===== src/rtl/spi3w_burst.sv =====
// 3-wire SPI burst master: one command byte, then 1..MAX_BYTES data bytes, LSB first.
// Define SPI3W_ABORT_EN to add the abort input, which cuts a burst short through HOLD and DONE.
module spi3w_burst #(
  parameter int unsigned CLK_DIV   = 1,
  parameter int unsigned MAX_BYTES = 31,
  parameter int unsigned SETUP_CYC = 4,
  parameter int unsigned HOLD_CYC  = 4
) (
  input  logic       sys_clk,
  input  logic       rst,
  input  logic       start,
  input  logic       rw,
  input  logic [7:0] cmd,
  input  logic [7:0] len,
  input  logic [7:0] wr_byte,
  output logic       wr_ack,
  output logic [7:0] rd_byte,
  output logic       rd_valid,
  output logic       busy,
  output logic       done,
  output logic       ce,
  output logic       sclk,
  output logic       sdo,
  output logic       sdo_oe,
  input  logic       sdi
`ifdef SPI3W_ABORT_EN
  ,
  input  logic       abort
`endif
);

  localparam logic [8:0] DIV_LO_LAST = 9'(CLK_DIV - 1);
  localparam logic [8:0] DIV_HALF    = 9'(CLK_DIV);
  localparam logic [8:0] DIV_LAST    = 9'(2 * CLK_DIV - 1);
  localparam logic [7:0] SETUP_LAST  = 8'(SETUP_CYC - 1);
  localparam logic [7:0] HOLD_LAST   = 8'(HOLD_CYC - 1);
  localparam logic [7:0] MAX_LEN     = 8'(MAX_BYTES);

  typedef enum logic [2:0] {IDLE, SETUP, CMD, DATA, HOLD, DONE} state_t;

  state_t     state, state_next;
  logic       rw_q;
  logic [7:0] len_q;
  logic [7:0] tx_sh;
  logic [7:0] rx_sh;
  logic [8:0] div_cnt;
  logic [2:0] bit_cnt;
  logic [7:0] byte_cnt;
  logic [7:0] cyc_cnt;
  logic       shifting, period_end, byte_end, last_byte, sample_now, abort_req;

  assign shifting   = (state == CMD) || (state == DATA);
  assign period_end = shifting && (div_cnt == DIV_LAST);
  assign byte_end   = period_end && (bit_cnt == 3'd7);
  assign last_byte  = (byte_cnt == len_q - 8'd1);
  // sdi is taken in the last low cycle of each bit period, just before sclk rises
  assign sample_now = (state == DATA) && rw_q && (div_cnt == DIV_LO_LAST);

`ifdef SPI3W_ABORT_EN
  assign abort_req = abort && ((state == SETUP) || shifting);
`else
  assign abort_req = 1'b0;
`endif

  always_ff @(posedge sys_clk) begin
    if (rst) state <= IDLE;
    else     state <= state_next;
  end

  always_comb begin
    state_next = state;
    case (state)
      IDLE:    if (start) state_next = SETUP;
      SETUP:   if (cyc_cnt == SETUP_LAST) state_next = CMD;
      CMD:     if (byte_end) state_next = DATA;
      DATA:    if (byte_end && last_byte) state_next = HOLD;
      HOLD:    if (cyc_cnt == HOLD_LAST) state_next = DONE;
      DONE:    state_next = IDLE;
      default: state_next = IDLE;
    endcase
    if (abort_req) state_next = HOLD;
  end

  // wr_ack is asserted in the cycle whose closing edge loads the next write byte
  always_comb begin
    ce     = 1'b0;
    sclk   = 1'b0;
    sdo_oe = 1'b0;
    wr_ack = 1'b0;
    busy   = (state != IDLE);
    done   = (state == DONE);
    case (state)
      SETUP, HOLD: ce = 1'b1;
      CMD: begin
        ce     = 1'b1;
        sclk   = (div_cnt >= DIV_HALF);
        sdo_oe = 1'b1;
        wr_ack = !rw_q && byte_end && !abort_req;
      end
      DATA: begin
        ce     = 1'b1;
        sclk   = (div_cnt >= DIV_HALF);
        sdo_oe = !rw_q;
        wr_ack = !rw_q && byte_end && !last_byte && !abort_req;
      end
      default: ce = 1'b0;
    endcase
    sdo = sdo_oe & tx_sh[0];
  end

  always_ff @(posedge sys_clk) begin
    if (rst) begin
      rw_q     <= 1'b0;
      len_q    <= 8'd0;
      tx_sh    <= 8'd0;
      rx_sh    <= 8'd0;
      rd_byte  <= 8'd0;
      rd_valid <= 1'b0;
      div_cnt  <= 9'd0;
      bit_cnt  <= 3'd0;
      byte_cnt <= 8'd0;
      cyc_cnt  <= 8'd0;
    end else begin
      rd_valid <= 1'b0;
      if (state == IDLE && start) begin
        rw_q  <= rw;
        tx_sh <= cmd;
        if (len == 8'd0)        len_q <= 8'd1;
        else if (len > MAX_LEN) len_q <= MAX_LEN;
        else                    len_q <= len;
      end else if (wr_ack) begin
        tx_sh <= wr_byte;
      end else if (period_end) begin
        tx_sh <= {1'b0, tx_sh[7:1]};
      end
      if (sample_now && !abort_req) begin
        rx_sh <= {sdi, rx_sh[7:1]};
        if (bit_cnt == 3'd7) begin
          rd_byte  <= {sdi, rx_sh[7:1]};
          rd_valid <= 1'b1;
        end
      end
      // every state entry starts its counters from zero
      if (state_next != state) begin
        div_cnt  <= 9'd0;
        bit_cnt  <= 3'd0;
        byte_cnt <= 8'd0;
        cyc_cnt  <= 8'd0;
      end else begin
        if (state == SETUP || state == HOLD) cyc_cnt <= cyc_cnt + 8'd1;
        if (shifting) begin
          div_cnt <= period_end ? 9'd0 : div_cnt + 9'd1;
          if (period_end) bit_cnt <= bit_cnt + 3'd1;
          if (byte_end) byte_cnt <= byte_cnt + 8'd1;
        end
      end
    end
  end

endmodule


===== config.mk =====
export PLATFORM = sky130hd
export DESIGN_NAME = spi3w_burst
export DESIGN_NICKNAME = d
export VERILOG_FILES = /design/src/rtl/spi3w_burst.sv
export SDC_FILE = /design/constraint.sdc
export NUM_CORES = 1
export LEC_CHECK = 0
export CAP_MARGIN = 20
export CORE_ASPECT_RATIO = 1.2
export CORE_MARGIN = 2
export CORE_UTILIZATION = 55
export DETAILED_ROUTE_END_ITERATION = 10
export PLACE_DENSITY = 0.81
export SYNTH_ARGS = -nofsm -noshare
export SYNTH_HDL_FRONTEND = slang
export SYNTH_SLANG_ARGS = --single-unit

===== constraint.sdc =====
create_clock -name sys_clk -period 4 [get_ports sys_clk]
set_input_delay 1.2 -clock sys_clk [delete_from_list [all_inputs] [get_ports sys_clk]]
set_output_delay 1.2 -clock sys_clk [all_outputs]
set_load 0.01 [all_outputs]

* Yosys cells after proc, flatten, opt, wreduce, memory -nomap -nowiden
Index checks and enable logic that the tools add are counted.
Widths: inputs -> output; s select.
** Word-level totals
- Input port bits :: 29
- Register bits :: 65
** Cells by class
- Equality and inequality tests :: 10
- Muxes and demuxes :: 17
- Reductions and logical operators :: 24
- Bitwise logic cells :: 2
- $lt $le $gt $ge :: 2
- $add $sub $neg :: 5
** Operator list (number)
- $mux 8 :: 5
- $add 8x1->8 const B :: 2
- $mux 3 :: 5
- $pmux 3 s5 :: 1
- $add 9x1->9 const B :: 1
- $eq 3x3->1 const B :: 3
- $eq 9x1->1 const B :: 1
- $ge 9x1->1 const B :: 1
- $logic_not 9->1 :: 1
- $mux 9 :: 1
- $eq 8x2->1 const B :: 1
- $eq 8x8->1 :: 1
- $gt 8x5->1 const B :: 1
- $logic_and 1x1->1 :: 8
- $logic_not 8->1 :: 1
- $sub 8x1->8 const B :: 1
- $eq 3x2->1 const B :: 2
- $reduce_and 2->1 :: 3
- $reduce_bool 3->1 :: 2
- $reduce_or 2->1 :: 3
- $pmux 1 s2 :: 2
- $reduce_or 4->1 :: 1
- $add 3x1->3 const B :: 1
- $eq 3x1->1 const B :: 1
- 7 further kinds :: 11

* Depth between registers and ports, before layout
Gate-level depths: netlist (run 1).
- Depth after elaboration :: 9
- Gate-level depth with buffers :: 10
- Gate-level depth less buffers :: 9

* Worst setup path after synthesis (run 1)
OpenSTA, ideal clock, no wires.
- Path type :: flip-flop to output port
- Start :: reg len_q[0]
- End :: out wr_ack
- Data required time :: 2.800 ns
- Path slack :: 1.157 ns
- Path buffers :: 0
- Arrival :: 1.643 ns
- Cell stages (with the launch flop) :: 8
- Cells stage by stage :: dfxtp_1 -> inv_1 -> ha_1 -> o21ba_1 -> a221oi_1 -> a41oi_1 -> a211oi_2 -> a21oi_4
** On the way
- Word-level cells in the longest chain between the ends :: 5
** Ends and longest elaborated chain
- from (decl) :: line 43 : logic [7:0] len_q;
- from (signal assigned) :: line 130 : else len_q <= len;
- $sub 8x1->8 :: line 55 : assign last_byte = (byte_cnt == len_q - 8'd1);
- $eq 8x8->1 :: line 55
- $logic_not 1->1 :: line 104 : wr_ack = !rw_q && byte_end && !last_byte && !abort_req;
- $logic_and 1x1->1 :: line 104
- $pmux 1 s2 :: line 92 : case (state)
- to (decl) :: line 16 : output logic wr_ack,
No other way between the ends.

* Final worst setup path (run 1)
Same ends and word-level chain as after synthesis.

==> run metrics, run 1 <==
Syn Inst Count=356; GR Util All Layers=around 22%; Combinational Power Share=9.2%; Synth Flop Type=dfxtp_1; largest net degree at the start of global routing=30; first-pass GRT wire length=10,970 um; drc violations=0; fill count=454; hold_buf cts=0; Slew Limit Fails=0; Via density=5.679; Clock Skews=7.700 ps; CTS Buf Count=9; Initial Util=a little under three fifths; Synth Net Count=~390; Max clock buf depth=2; via count=around 2,700; die width=about 73 um; status=finished clean; synth warn=0; worst path cell trace=inv_1, ha_1, o21ba_1, a221oi_1, a41oi_1, a211oi_2, buf_4, a21oi_4, clkdlybuf4s50_1; vias in the first global route=between 2,000 and 2,500; clk sinks=64; Synth area leaders=dfxtp_1, nor2_1, xor2_1, xnor2_1, mux2i_1; antenna violations before repair=0; dominant cell type by area after synthesis=dfxtp_1; critical path class=reg2out; hold crit path type=reg2reg; Post-synth EDFFs=0; final worst setup slack=198.5 ps; layout cell share with drive strength beyond 1=between 10% and 20%; CP arrival=2600 ps; core area=about 5600 um2; drt wl/cell=14.54 um; hpwl dp=4936 um; Post-synth ARST share=0%; Yosys reg bits=64; Worst-Margin Slew=slightly below 700 ps; die height=86.58 um; min cycle time layout=3801 ps; pre-CTS WS=approximately 500 ps; Sum Neg Setup Slack=0 ps; root buffer cell=clkbuf_8; Synth Cell Area=approximately 3100 um2; setup violators final=0; buffers added on ports=between 40 and 50; Resized Gates After CTS=0; nets@finish=around 440; gr ovfl total=0; worst path bufs/invs=3; initial DRC count=93; fmax=~260 MHz; Synth cell types=52; crit-path max FO=5; pwr dens=357.0 nW/um2; row cnt=30; Skew-Pair Late Insertion Delay=approximately 350 ps; family with the most delay on the worst path=compound AO/OA/AOI/OAI gates; Clk network pwr share=42.0%; first-pass iteration count of the detailed router=4; Fin. Hold Viols=0; routability cong.=0.7913; Syn-to-layout area delta=21.50%; htree depth=3; Clock transition at path regs=80 ps; Max-Cap Viols=0; Syn Area/Cell=around 8.8 um2; Synth top area share=about two fifths; Pleak=1.346 nW; CTS tree=built; Worst Path Required=2800 ps; Flop pwr share=48.7%; Slew HR=54.98%; Seq/Total Area, Yosys=about 41%; Critical Path End Type=output port; buffer count from post-CTS setup fixing=0; die footprint=approximately 6300 um2; Tcrit/Tclk final=95.04%; net switching power=336.2 uW; Detailed Route WL=6803 um; Int Power=approximately 1.0 mW; Max VDD drop=0.0003852 V; sw frac=24.80%; CP peak stage delay=approximately 500 ps; number of routed nets with antenna violations=0; antenna diode count=0; crit path max-delay cell type=clkdlybuf4s50_1; Top Ports=45; critical path startpoint category=flop
## stage by stage
step	std cells	hold slack (ps)	utilization [%]	area (um2)	power [mW]
6_report	468	462.0	68.36	3797	1.355
5_1_grt	468	483.4	68.36	3797	1.411
4_1_cts	466	467.4	68.09	3782	1.359
3_5_place_dp	450	451.8	64.39	3577	0.7955
3_3_place_gp	450	444.5	64.39	3577	0.7923
2_1_floorplan	356	440.0	-	3126	0.7488
## worst paths after layout
path                                  from     endpoint  slack (ps)  cells after the start
worst max-delay path              len_q[0]       wr_ack         200                      9
worst min-delay path            rd_byte[7]   rd_byte[7]         460                      2
worst max register to register    len_q[0]  byte_cnt[1]        1150                      9
worst min register to register  rd_byte[7]   rd_byte[7]         460                      2
## cells in the mapped netlist, types with 5 or more instances
master and instances:
nor2_1 58, nand4_1 5, nor2_2 11, a21oi_1 16, a22oi_1 7, and2_1 6
nand3_1 22, ha_1 8, buf_2 5, and3_1 5, a211oi_1 6, xnor2_1 14
inv_1 6, clkbuf_1 8, dfxtp_1 64, xor2_1 16, nor3_1 8, mux2i_1 11
a221o_1 6, nand2_1 25
## final cells by class
class                   count  area, um2  share of cell area (%)
flip-flops and latches     64       1281                   33.74
multi-input cells         269       1730                   45.57
inverters                   6      22.52                  0.5931
clock inverters             6      67.56                   1.779
clock buffers              10      137.6                   3.624
repair buffers             49      478.0                   12.59
well taps                  64      80.08                   2.109
## registers in the layout (all words and copies together), names as in the netlist
register  count
state         3
cyc_cnt       8
tx_sh         8
rd_valid      1
bit_cnt       3
rw_q          1
div_cnt       9
byte_cnt      8
rx_sh         7
len_q         8
rd_byte       8
## layer usage
layer | global-route usage (%) | part of all wire, % | up-vias
li1 | - | - | 1334
met1 | 26.23 | 43 | 1274
met2 | 39.01 | 53 | 46
met3 | 5.116 | 3.6 | 4
met4 | 9.428 | 0.66 | 0
met5 | 0 | 0 | -
## power groups by stage
stage | Clock (mW) | Sequential, mW | Combinational [mW]
6_report | 0.570 | 0.661 | 0.125
5_1_grt | 0.612 | 0.662 | 0.138
4_1_cts | 0.578 | 0.660 | 0.121
3_5_place_dp | 0 | 0.675 | 0.120
3_3_place_gp | 0 | 0.675 | 0.118
2_1_floorplan | 0 | 0.671 | 0.0782
## cell families after synthesis
logic type / synth area share, %
AO/OA/AOI/OAI: 13.29
AND/OR/NAND/NOR: 26.78
buffers and inverters: 3.803
adder cells (fa/ha/maj): 3.203
flip-flops: 40.99
XOR/XNOR: 8.407
multiplexers: 3.523
## worst register-to-register path, delay by kind of cell (launching register included)
family          cells  cell delay (ps)
flops               1              400
compound gates      4             1100
buf+inv             1               70
simple gates        3              880
fa+ha+maj           1              260
## cell usage in the layout (no fill, tap or decap), types with 3 or more instances in the layout
master / synthesis / final
nand3b_1: 3 / 3
dfxtp_1: 64 / 64
nor2_1: 58 / 58
buf_4: 1 / 5
o21ai_0: 3 / 3
clkbuf_8: 0 / 10
nand3_1: 22 / 22
nand4_1: 5 / 5
and2_1: 6 / 6
nand2_1: 25 / 25
a211oi_1: 6 / 6
a221o_1: 6 / 6
inv_1: 6 / 6
mux2i_1: 11 / 11
nor3b_1: 3 / 3
clkdlybuf4s50_1: 0 / 44
xor2_1: 16 / 16
nor3_1: 8 / 7
a221oi_1: 3 / 3
ha_1: 8 / 8
a22oi_1: 7 / 7
a21oi_1: 16 / 16
xnor2_1: 14 / 14
and3_1: 5 / 5
nor2_2: 11 / 11
(Power assumes the default switching activity.)
==> run 2: changes to the inputs <==
- SETUP_SLACK_MARGIN: not set -> 0.02
==> run 2 against run 1 <==
Sequential power hardly changed. Routed wire length is 0.40% lower. Setup slack better by 310 ps. Maximum frequency is 9.0% higher. Clock power hardly changed. Register-to-register slack hardly changed. Utilization hardly changed. Critical path depth stayed put. Sequential share of layout area hardly changed. Combinational power hardly changed. First-iteration DRC count is 25% higher. Critical path type unchanged. Largest power group unchanged.
==> run metrics, run 2 (synthesis results as in run 1) <==
status=finished clean; die height=86.58 um (unchanged); Pleak=1.365 nW (+1.4%); clk sinks=64 (unchanged); Worst-Margin Slew=676.2 ps (+0.9100 ps); critical path startpoint category=flop; row cnt=30 (unchanged); nets@finish=436 (unchanged); routability cong.=0.7913 (unchanged); drt wl/cell=14.48 um (-0.40%); min cycle time layout=3489 ps (-312.3 ps); largest net degree at the start of global routing=30 (unchanged); core area=5555 um2 (unchanged); die footprint=6304 um2 (unchanged); via count=2,639 (-0.71%); fmax=286.6 MHz (+9.0%); initial DRC count=116 (+25%); final worst setup slack=510.9 ps (+312.3 ps); drc violations=0 (unchanged); Clock Skews=8.048 ps (+0.3479 ps); hold crit path type=reg2reg; first-pass iteration count of the detailed router=4 (unchanged); Critical Path End Type=output port; hold_buf cts=0 (unchanged); Tcrit/Tclk final=87.23% (-7.8 points); Fin. Hold Viols=0 (unchanged); Max VDD drop=0.0003851 V (about the same); Top Ports=45 (unchanged); hpwl dp=4936 um (unchanged); Via density=5.639 (-0.71%); fill count=453 (-0.22%); Max clock buf depth=2 (unchanged); Sum Neg Setup Slack=0 ps (unchanged); Max-Cap Viols=0 (unchanged); Slew Limit Fails=0 (unchanged); root buffer cell=clkbuf_8; Syn-to-layout area delta=21.58% (about the same); htree depth=3 (unchanged); crit-path max FO=5 (unchanged); number of routed nets with antenna violations=0 (unchanged); Worst Path Required=2800 ps (about the same); vias in the first global route=2,494 (unchanged); CTS tree=built; gr ovfl total=0 (unchanged); setup violators final=0 (unchanged); pwr dens=356.5 nW/um2 (-0.12%); Initial Util=56.26% (unchanged); critical path class=reg2out; Detailed Route WL=6776 um (-0.40%); first-pass GRT wire length=10,970 um (unchanged); layout cell share with drive strength beyond 1=11.14% (unchanged); Clock transition at path regs=80 ps (about the same); CP arrival=2290 ps (-310 ps); Skew-Pair Late Insertion Delay=350 ps (about the same); antenna violations before repair=0 (unchanged); most common cell after layout, fill and taps aside=dfxtp_1; Final Non-Filler Cells=468 (unchanged); pre-CTS WS=502.1 ps (unchanged); CTS Buf Count=9 (unchanged); Slew HR=54.92% (-0.061 points); GR Util All Layers=22.43% (unchanged); buffers added on ports=44 (unchanged); post-layout total power=1.355 mW (about the same); most frequent cells in the layout=dfxtp_1, nor2_1, clkdlybuf4s50_1; Top reg by flops=div_cnt; RSZ-0062 raised after global routing=no; antenna diode count=0 (unchanged); die width=72.82 um (unchanged); max reg flops=9 (unchanged); Post-Place Cells=450 (unchanged)
## run 2: cell count changes in the layout (fill, tap and decap cells not counted)
| cell | change |
|---|---|
| clkdlybuf4s50_1 | -1 |
| dlymetal6s2s_1 | +1 |
## run 2: final cells by class
cell class / count / area, um2 / share of cell area (%)
repair buffers: 49 / 480.5 / 12.64
multi-input cells: 269 / 1730 / 45.54
inverters: 6 / 22.52 / 0.5927
clock buffers: 10 / 137.6 / 3.622
clock inverters: 6 / 67.56 / 1.778
well taps: 64 / 80.08 / 2.107
flip-flops and latches: 64 / 1281 / 33.72
## run 2: where the power goes
group | internal, mW | switching (mW)
combinational | 0.0648 | 0.0604
clock | 0.306 | 0.263
sequential | 0.648 | 0.0125
## run 2: per-layer routing
layer  GRT usage (%)  share of wire [%]  vias up
met5               0                  0        -
met4           9.428               0.72        0
met3           5.116                3.9        4
met2           39.01                 53       51
met1           26.23                 43     1252
li1                -                  -     1332
## run 2: worst paths after layout
check / from / to / slack (ps) / cells after the start
max: len_q[0] / wr_ack / 510 / 9
min: rd_byte[7] / rd_byte[7] / 460 / 2
max reg2reg: len_q[0] / byte_cnt[1] / 1140 / 9
min reg2reg: rd_byte[7] / rd_byte[7] / 460 / 2
## run 2: repair_timing
action	in CTS	in global routing
endpoints found under the setup margin	0	1
gates resized for setup	0	1
setup buffers	0	2
## run 2: worst max-delay path, cell delays in order, from the launching register on
cell	delay [ps]
dfxtp_1	400
inv_1	70
ha_1	260
o21ba_1	190
a221oi_1	280
a41oi_1	100
a211oi_2	230
buf_4	170
a21oi_4	70
dlymetal6s2s_1	180
## run 2: through the flow
stage	util (%)	instance area, um2	hold WS [ps]
after floorplan	-	3126	440.0
final	68.40	3800	461.9
after detailed placement	64.39	3577	451.8
after global placement	64.39	3577	444.5
after CTS	68.09	3782	467.4
after global routing	68.40	3800	483.4
==> run 3: changes to the inputs <==
- CELL_PAD_IN_SITES_DETAIL_PLACEMENT: not set -> 1
- CELL_PAD_IN_SITES_GLOBAL_PLACEMENT: not set -> 1
- CORE_UTILIZATION: 55 -> 44
- PLACE_DENSITY: 0.81 -> not set
- PLACE_DENSITY_LB_ADDON: not set -> 0.1
==> run 3 against run 2 <==
Highest routed layer unchanged. Global-route usage down 1.2 points. Cell count up 5.1%. Critical endpoint unchanged. Power up 0.66%. Largest cell class unchanged. Sequential power about the same.
==> run metrics, run 3 (synthesis results as in run 1) <==
initial DRC count=56 (-52%); nets@finish=437 (+0.23%); Slew Limit Fails=0 (unchanged); Skew-Pair Late Insertion Delay=340 ps (about the same); hold_buf cts=0 (unchanged); Detailed Route WL=7814 um (+15%); Worst-Margin Slew=655.9 ps (-20.34 ps); Max VDD drop=0.0003574 V (-7.2%); routability cong.=0.7769 (-1.8%); layout cell share with drive strength beyond 1=12.10% (+0.96 points); CTS tree=built; most common cell after layout, fill and taps aside=dfxtp_1; die width=80.94 um (+11%); Top Ports=45 (unchanged); Final Core Density=56.17% (-12 points); CP arrival=2670 ps (+380 ps); Top reg by flops=div_cnt; critical path class=reg2out; die footprint=7797 um2 (+24%); design area=3850 um2 (+1.3%); Post-Place Cells=475 (+5.6%); Via density=5.411 (-4.0%); vias in the first global route=2,676 (+7.3%); pwr dens=354.2 nW/um2 (-0.65%); Pleak=1.356 nW (-0.65%); largest net degree at the start of global routing=32 (+6.7%); hold crit path type=reg2reg; status=finished clean; drc violations=0 (unchanged); post-layout total power=1.364 mW (+0.66%); first-pass iteration count of the detailed router=4 (unchanged); row cnt=33 (+10%); buffers added on ports=44 (unchanged); pre-CTS WS=473.4 ps (-28.75 ps); setup violators final=0 (unchanged); antenna violations before repair=0 (unchanged); most frequent cells in the layout=dfxtp_1, nor2_1, clkdlybuf4s50_1; root buffer cell=clkbuf_8; clk sinks=64 (unchanged); Initial Util=45.60% (-11 points); final worst setup slack=132.4 ps (-378.5 ps); dpl cell area=3621 um2 (+1.2%); crit-path max FO=5 (unchanged); die height=96.33 um (+11%); GR Util All Layers=21.23% (-1.2 points); Clock transition at path regs=70 ps (about the same); Critical Path End Type=output port; max reg flops=9 (unchanged); fmax=258.6 MHz (-9.8%); first-pass GRT wire length=12,670 um (+15%); Slew HR=55.15% (+0.23 points); CTS Buf Count=9 (unchanged); Final Non-Filler Cells=492 (+5.1%); Max-Cap Viols=0 (unchanged); hold slack=454.7 ps (-7.175 ps); Clock Skews=7.908 ps (-0.1393 ps); drt wl/cell=15.88 um (+9.7%); hold path cells=2 (unchanged); Syn-to-layout area delta=23.18%; gr ovfl total=0 (unchanged); number of routed nets with antenna violations=0 (unchanged); Fin. Hold Viols=0 (unchanged); via count=2,662 (+0.87%); htree depth=3 (unchanged); FF-to-FF path depth=9 (unchanged); core area=6854 um2 (+23%); Sum Neg Setup Slack=0 ps (unchanged); Max clock buf depth=2 (unchanged); critical path startpoint category=flop; hpwl dp=5578 um (+13%); min cycle time layout=3868 ps (+378.5 ps); antenna diode count=0 (unchanged); Worst Path Required=2800 ps (about the same); Tcrit/Tclk final=96.69% (+9.5 points)
[run 3: routing by layer]
layer  up-vias  global-route usage, %  part of all wire (%)
li1       1332                      -                     -
met1      1297                  25.07                    43
met2        25                  37.40                    54
met3         8                  5.347                   2.0
met4         0                  6.780                   1.2
met5         -                      0                     0
[run 3: worst paths after layout]
check | start | to | slack, ps
worst max register to register | len_q[0] | byte_cnt[2] | 1090
worst max-delay path | len_q[0] | wr_ack | 130
worst min register to register | rd_byte[7] | rd_byte[7] | 450
worst min-delay path | rd_byte[7] | rd_byte[7] | 450
[run 3: cell type report]
| class | instances | area, um2 |
|---|---|---|
| Clock buffer | 11 | 151.4 |
| Sequential cell | 64 | 1282 |
| Fill cell | 830 | 3004 |
| Clock inverter | 5 | 55.05 |
| Multi-Input combinational cell | 269 | 1744 |
| Timing Repair Buffer | 50 | 485.5 |
| Tap cell | 87 | 108.9 |
| Inverter | 6 | 22.52 |
[run 3: power by group]
group          switching [mW]  internal [mW]
combinational          0.0661         0.0641
clock                   0.252          0.319
sequential             0.0135          0.648
[run 3: worst max-delay path, cell delays in order (launching register included)]
cell	delay, ps
dfxtp_2	380
inv_1	60
ha_1	270
o21ba_1	190
a221oi_1	340
a41oi_2	80
a211oi_2	260
buf_4	180
a21oi_4	70
clkdlybuf4s50_1	500
[run 3: timing repair]
action	in CTS	in global routing
hold endpoints to repair	0	0
setup endpoints to repair	0	1
resized for setup	0	3
setup buffers	0	1
